File: src/rtl/fetch_stage.sv
// fetch_stage: PC owner, instruction-memory request/response handling and
// IF/ID pipeline register with a one-entry skid buffer for decode stalls.
// Redirect sources: execute (branch/JR/JALR) and decode (J/JAL displacement).
module fetch_stage (
  input  logic        clk,
  input  logic        rst_n,
  output logic        imem_req,
  output logic [15:0] imem_addr,
  input  logic        imem_rdy,
  input  logic [15:0] imem_rdata,
  input  logic        stall,
  input  logic        jump_disp_en,
  input  logic        ex_redirect,
  input  logic [15:0] ex_target,
  output logic [15:0] if_id_instr,
  output logic [15:0] if_id_pc2,
  output logic        if_id_valid,
  output logic        halted
);

  localparam int unsigned XLEN  = 16;
  localparam int unsigned OPW   = 5;
  localparam int unsigned DISPW = 11;
  localparam int unsigned SEXTW = XLEN - DISPW;

  localparam logic [OPW-1:0]  OP_HALT = 5'b00000;
  localparam logic [XLEN-1:0] PC_STEP = 16'd2;

  // Instruction word paired with its return address (PC+2)
  typedef struct packed {
    logic [XLEN-1:0] instr;
    logic [XLEN-1:0] pc2;
  } slot_t;

  typedef enum logic [1:0] {
    ST_FETCH = 2'd0,
    ST_DRAIN = 2'd1,
    ST_HALT  = 2'd2
  } state_t;

  // State registers
  state_t          r_state;
  logic [XLEN-1:0] r_pc;
  logic [XLEN-1:0] r_pend_pc;
  slot_t           r_ifid;
  logic            r_ifid_valid;
  slot_t           r_skid;
  logic            r_skid_valid;

  // Next-state values
  state_t          w_state_nxt;
  logic [XLEN-1:0] w_pc_nxt;
  logic [XLEN-1:0] w_pend_pc_nxt;
  slot_t           w_ifid_nxt;
  logic            w_ifid_valid_nxt;
  slot_t           w_skid_nxt;
  logic            w_skid_valid_nxt;

  // Datapath helpers
  logic            w_req;
  logic            w_accept;
  logic [XLEN-1:0] w_pc_inc;
  logic [XLEN-1:0] w_disp_sext;
  logic [XLEN-1:0] w_dec_target;
  logic            w_dec_redir;
  logic            w_redir;
  logic [XLEN-1:0] w_target;
  logic            w_is_halt;
  slot_t           w_fetched;

  // Request is live in FETCH with an empty skid, and always while draining;
  // gated by rst_n so nothing is requested while reset is asserted.
  assign w_req = rst_n & (((r_state == ST_FETCH) & ~r_skid_valid) |
                          (r_state == ST_DRAIN));
  assign w_accept = w_req & imem_rdy;

  assign w_pc_inc  = r_pc + PC_STEP;
  assign w_is_halt = (imem_rdata[XLEN-1 -: OPW] == OP_HALT);
  assign w_fetched = '{instr: imem_rdata, pc2: w_pc_inc};

  // Decode-side displacement jump; execute redirect always takes priority
  assign w_disp_sext  = {{SEXTW{r_ifid.instr[DISPW-1]}}, r_ifid.instr[DISPW-1:0]};
  assign w_dec_target = r_ifid.pc2 + w_disp_sext;
  assign w_dec_redir  = r_ifid_valid & jump_disp_en & ~stall & ~ex_redirect;
  assign w_redir      = ex_redirect | w_dec_redir;
  assign w_target     = ex_redirect ? ex_target : w_dec_target;

  // Next-state and datapath update for PC, IF/ID, skid and drain target
  always_comb begin
    w_state_nxt      = r_state;
    w_pc_nxt         = r_pc;
    w_pend_pc_nxt    = r_pend_pc;
    w_ifid_nxt       = r_ifid;
    w_ifid_valid_nxt = r_ifid_valid;
    w_skid_nxt       = r_skid;
    w_skid_valid_nxt = r_skid_valid;

    if (w_redir) begin
      // Flush everything younger than the redirect; stall is irrelevant
      w_ifid_valid_nxt = 1'b0;
      w_skid_valid_nxt = 1'b0;
      if (w_req && !imem_rdy) begin
        // A request is in flight: remember where to go once it retires
        w_pend_pc_nxt = w_target;
        w_state_nxt   = ST_DRAIN;
      end else begin
        w_pc_nxt    = w_target;
        w_state_nxt = ST_FETCH;
      end
    end else begin
      if (!stall) begin
        if (r_skid_valid) begin
          w_ifid_nxt       = r_skid;
          w_ifid_valid_nxt = 1'b1;
          w_skid_valid_nxt = 1'b0;
        end else begin
          w_ifid_valid_nxt = 1'b0;
        end
      end

      case (r_state)
        ST_FETCH: begin
          if (w_accept) begin
            w_pc_nxt = w_pc_inc;
            if (!stall && !r_skid_valid) begin
              w_ifid_nxt       = w_fetched;
              w_ifid_valid_nxt = 1'b1;
            end else begin
              w_skid_nxt       = w_fetched;
              w_skid_valid_nxt = 1'b1;
            end
            if (w_is_halt) begin
              w_state_nxt = ST_HALT;
            end
          end
        end
        ST_DRAIN: begin
          // Stale response retires; its data is dropped
          if (imem_rdy) begin
            w_pc_nxt    = r_pend_pc;
            w_state_nxt = ST_FETCH;
          end
        end
        default: begin
          // HALT: hold until a redirect restarts fetch
        end
      endcase
    end
  end

  // State register; an in-flight request is simply abandoned on reset
  always_ff @(posedge clk or negedge rst_n) begin
    if (!rst_n) begin
      r_state      <= ST_FETCH;
      r_pc         <= '0;
      r_pend_pc    <= '0;
      r_ifid       <= '0;
      r_ifid_valid <= 1'b0;
      r_skid       <= '0;
      r_skid_valid <= 1'b0;
    end else begin
      r_state      <= w_state_nxt;
      r_pc         <= w_pc_nxt;
      r_pend_pc    <= w_pend_pc_nxt;
      r_ifid       <= w_ifid_nxt;
      r_ifid_valid <= w_ifid_valid_nxt;
      r_skid       <= w_skid_nxt;
      r_skid_valid <= w_skid_valid_nxt;
    end
  end

  assign imem_req    = w_req;
  assign imem_addr   = r_pc;
  assign if_id_instr = r_ifid.instr;
  assign if_id_pc2   = r_ifid.pc2;
  assign if_id_valid = r_ifid_valid;
  assign halted      = (r_state == ST_HALT);

endmodule

File: config.mk
export PLATFORM = sky130hd
export DESIGN_NAME = fetch_stage
export DESIGN_NICKNAME = d
export VERILOG_FILES = /design/src/rtl/fetch_stage.sv
export SDC_FILE = /design/constraint.sdc
export NUM_CORES = 1
export LEC_CHECK = 0
export BUFFER_PORTS_ARGS = -buffer_cell sky130_fd_sc_hd__clkbuf_2
export CORE_UTILIZATION = 55
export DETAILED_ROUTE_END_ITERATION = 16
export MAX_ROUTING_LAYER = met4
export PLACE_DENSITY_LB_ADDON = 0.08
export SYNTH_ARGS = -nofsm -noshare
export SYNTH_HDL_FRONTEND = slang
export SYNTH_SLANG_ARGS = --single-unit
File: constraint.sdc
create_clock -name clk -period 6.9 [get_ports clk]
set_input_delay 0.69 -clock clk [delete_from_list [all_inputs] [get_ports clk]]
set_output_delay 0.69 -clock clk [all_outputs]
set_load 0.02 [all_outputs]
# Word-level counts from Yosys, hierarchy flattened
# Index checks and enable logic that the tools add are counted.
word_totals:
  ff_bits: 100
  wordCells: 70
classes:
  n_addsub: 2
  n_eq_ne: 6
  muxes: 28
  bitwise_logic: 13
  reduce_logical: 12
ops:
  columns: ["operator", "count"]
  rows:
  - ["32-bit two-way mux", 5]
  - ["16-bit two-way mux", 5]
  - ["16-bit one-hot mux with 2 select lines", 1]
  - ["16-bit adder", 1]
  - ["16-bit by 2-bit adder with 16-bit output, second input constant", 1]
  - ["1-bit two-way mux", 12]
  - ["4-bit AND reduction", 3]
  - ["3-bit inequality test, second input constant", 3]
  - ["2-bit two-way mux", 4]
  - ["1-bit AND", 6]
  - ["5-bit logical NOT", 1]
  - ["1-bit inverter", 5]
  - ["2-bit one-hot mux with 2 select lines", 1]
  - ["1-bit logical NOT", 3]
  - ["3-bit nonzero test", 1]
  - ["2-bit by 1-bit equality test with 1-bit output, second input constant", 1]
  - ["2-bit equality test, second input constant", 1]
  - ["1-bit logical AND", 2]
  - ["2-bit logical NOT", 1]
  - ["2-bit inequality test, second input constant", 1]
  - ["1-bit bitwise OR", 2]
  - ["2-bit AND reduction", 1]

# Longest topological paths before layout
depth:
  depth_word: 8
  depth_mapped: 8
  mapped_depth_nobuf: 8

# Worst setup path before layout
# OpenSTA, ideal clock, no wires.
synth_timing:
  path_kind: "register to register"
  start: "register r_ifid, in the netlist if_id_instr[0]"
  end: "register r_pend_pc[12]"
  setup_time_ns: 0.124
  arrival_time_ns: 2.414
  t_required_ns: 6.776
  slack_ns: 4.362
  path_stages_with_launch: 9
  path_cell_list: "dfrtp_1 -> ha_1 -> fa_1 -> a21o_1 -> a221oi_2 -> o21ai_2 -> a221oi_4 -> mux2i_1 -> a211o_1"
synth_via:
  elab_chain_len: 2
synth_rtl:
  columns: ["item", "line", "source"]
  rows:
  - ["start: declaration", "45", "slot_t r_ifid;"]
  - ["start signal: assignment", "165", "r_ifid <= w_ifid_nxt;"]
  - ["16-bit adder", "83", "assign w_dec_target = r_ifid.pc2 + w_disp_sext;"]
  - ["16-bit two-way mux", "86", "assign w_target = ex_redirect ? ex_target : w_dec_target;"]
  - ["end signal: assignment", "164", "r_pend_pc <= w_pend_pc_nxt;"]
  - ["end: declaration", "44", "logic [XLEN-1:0] r_pend_pc;"]
# No other way between the ends.
# A chain may end at the register's enable or synchronous reset.

# Worst setup path after layout
layout_timing:
  start: "input port ex_redirect"
  end: "register r_pend_pc[13]"
layout_via:
  elab_chain_len: 4
  word_cells_on_any_way: 5
  cone_classes: "1 x mux; 3 x bitwise; 1 x reduce/logical"
layout_rtl:
  columns: ["item", "line", "source"]
  rows:
  - ["start: declaration", "13", "input logic ex_redirect,"]
  - ["1-bit inverter", "84", "assign w_dec_redir = r_ifid_valid & jump_disp_en & ~stall & ~ex_redirect;"]
  - ["1-bit AND", "84", null]
  - ["1-bit bitwise OR", "85", "assign w_redir = ex_redirect | w_dec_redir;"]
  - ["2-bit AND reduction (no source line)", null, null]
# Parallel ways exist; a longest one is shown, timed or not.

==> results.yml <==
logic_synthesis:
  synth-async-reset-ratio: 1.000
  netlist_area_um2: 5578
  postSynthNetCount: 692
  yosysTopAreaCell: "dfrtp_1"
  syn_inst: 637
  ys_seq_area_frac: 0.4486
  avgSynthCellArea_um2: 8.756
  synth_area_leaders: "dfrtp_1, nand2_1, a21oi_1"
  ys.flop_type: "dfrtp_1"
  yosysMostFrequentCell: "nand2_1"
  yosysTopAreaCellShare: 0.4486
  synth-warning-count: 0
  synthTopCellsByCount: "nand2_1, dfrtp_1, nor2_1, a21oi_1, o21ai_0"
  synth-edff-count: 0
  synth_cell_types: 61
  ys_ff_latch: 100
route:
  vias: 5105
  drcViolationCount: 0
  wire_per_inst_um: 19.94
  viasPerCell: 6.041
  antenna_left: 0
  dr.first_iter.drc_count: 434
  routed_wl_mm: 16.85
  first_pass_iters: 5
floorplan:
  die_w_um: 102.7
  ioPinCount: 89
  fp.dieH_um: 102.7
  core-area_um2: 9819
  start_util: 0.5680
  die-area_um2: 10550
  fp-row-count: 36
sta:
  rsz0062_at_grt: "no"
  relSlewSlack: 0.2135
  setup_tns_ns: 0
  finClkSkew_ns: 0.01256
  period_share: 0.5046
  layout_setup_ws_ns: 3.418
  fmax_mhz: 287.2
  hold_viol_final: 0
  worst_pin_slew_ns: 1.180
  min_period_ns: 3.482
  finalSetupViolations: 0
  drv_slew: 0
cts:
  clk_path_buf_depth: 2
  cts_tree: "done"
  cts_root_buf: "clkbuf_8"
  cts_buffers: 9
  cts_setup_buffers: 0
  cts_resized: 0
  clk_pin_slew_ns: 0.10
  clock_latency_ns: 0.39
  htreeDepth: 3
  ctsHoldBuffers: 0
  cts.sinks: 100
global_route:
  track_usage: 0.3524
  grt_pass1_vias: 4743
  antenna_found_initial: 0
  grt_max_degree: 61
  grt_pass1_wl_mm: 26.12
  gr-total-overflow: 0
setup_path:
  crit_end: "r_pend_pc[13]$_DFFE_PN0P_"
  r2r_end: "r_pend_pc[13]$_DFFE_PN0P_"
  cp-end-kind: "flop"
  crit_path_start_kind: "input pin"
  r2r_slack_ns: 4.04
  arrival_ns: 3.82
  path_class: "in2reg"
  r2r_cells: 7
  crit_start: "ex_redirect"
  critical_path_required_ns: 7.24
  r2r-start: "if_id_valid$_DFF_PN0_"
  crit_fanout: 25
layout:
  final_util: 0.6428
  regArea_um2: 2502
  fillers: 914
  drive_gt1_frac: 0.1812
  syn2layout_area_growth_pct: 13.17
  instances_no_fill: 845
  nNetsFinal: 762
  diodes: 0
  multi_input_area_um2: 2918
power_and_ir_drop:
  p_leak_nw: 2.893
  vdd_ir_drop_max_v: 0.0002537
  power_mw: 2.683
  p_per_area_nw_per_um2: 425.0
worst_hold_path:
  hold_path_class: "in2async"
placement:
  dp_worst_setup_slack_ns: 3.118
  gp_congestion: 0.8853
  post-place-cells: 829
  dpl.hpwl_mm: 12.22
  numPortBuffers: 88
job:
  drv_cap: 0
run_status:
  status: "completed"
where the power goes:
group | leakage [nW] | total (mW) | internal [mW] | switching [mW]
clock | 0.104 | 0.399 | 0.174 | 0.225
combinational | 1.61 | 1.29 | 0.481 | 0.806
sequential | 1.18 | 0.998 | 0.787 | 0.210
per-stage QoR:
stage               hold WS [ns]  instance area [µm²]
floorplan                 0.3944                 5578
global placement          0.4486                 6101
detailed placement        0.4559                 6101
CTS                       0.2970                 6312
global route              0.3089                 6312
finish                    0.2825                 6312
layer usage:
metal  vias to the layer above  wire length, µm  track usage
met2                       208             8038       0.5497
met4                         0              577       0.1319
met5                         -                0            -
met3                        29             1095      0.06983
met1                      2479             7137       0.4555
li1                       2389                -            -
worst max-delay path: stages:
cell and delay, ns:
clkbuf_2 0.42, inv_1 0.39, nand2_1 0.70, nand2_1 0.60
buf_4 0.38, or3_1 0.32, mux2i_1 0.17, a211o_1 0.12
cells in the final DEF, fill, tap and decap left out, drive strengths merged, types with 6 or more instances in the layout:
| cell | count |
|---|---|
| xor2 | 13 |
| clkbuf | 96 |
| mux2i | 8 |
| a221oi | 7 |
| nand4 | 10 |
| nand2b | 7 |
| o21ai | 44 |
| nand2 | 108 |
| xnor2 | 12 |
| o22ai | 24 |
| buf | 7 |
| ha | 16 |
| dfrtp | 100 |
| a21o | 9 |
| inv | 8 |
| nor3 | 6 |
| nor2 | 84 |
| a21oi | 65 |
| nand3 | 8 |
how the worst min path moves through the flow:
stage                      startpoint                          to  slack, ns  cells past startpoint
3_5_place_dp   r_skid[16]$_DFFE_PN0P_      r_skid[16]$_DFFE_PN0P_       0.46                      2
4_1_cts                         rst_n   imem_addr[14]$_DFFE_PN0P_       0.30                      1
6_report                        rst_n   imem_addr[14]$_DFFE_PN0P_       0.28                      1
2_1_floorplan                   rst_n  if_id_instr[0]$_DFFE_PN0N_       0.39                      0
5_1_grt                         rst_n   imem_addr[14]$_DFFE_PN0P_       0.31                      1
3_3_place_gp   r_skid[22]$_DFFE_PN0P_      r_skid[22]$_DFFE_PN0P_       0.45                      2
state kept, by name, indices dropped and copies added (netlist names):
name / count
r_skid_valid: 1
if_id_pc2: 16
imem_addr: 16
r_pend_pc: 16
if_id_instr: 16
r_state: 2
if_id_valid: 1
r_skid: 32
kinds of logic after synthesis:
kind of cell | count (synthesis) | synth area share
compound gates | 186 | 0.2111
xor+xnor | 25 | 0.03926
fa+ha+maj | 17 | 0.03948
buf+inv | 42 | 0.03051
flops | 100 | 0.4486
mux | 13 | 0.02445
simple gates | 254 | 0.2066
layout make-up:
type / count / area share
clock buffer: 9 / 0.01962
sequential: 100 / 0.3964
multi-input combinational: 495 / 0.4622
timing repair buffer: 94 / 0.07730
clock inverter: 7 / 0.01388
tap: 133 / 0.02636
inverter: 7 / 0.004163
Note: power is estimated with default switching activity, not from simulation.
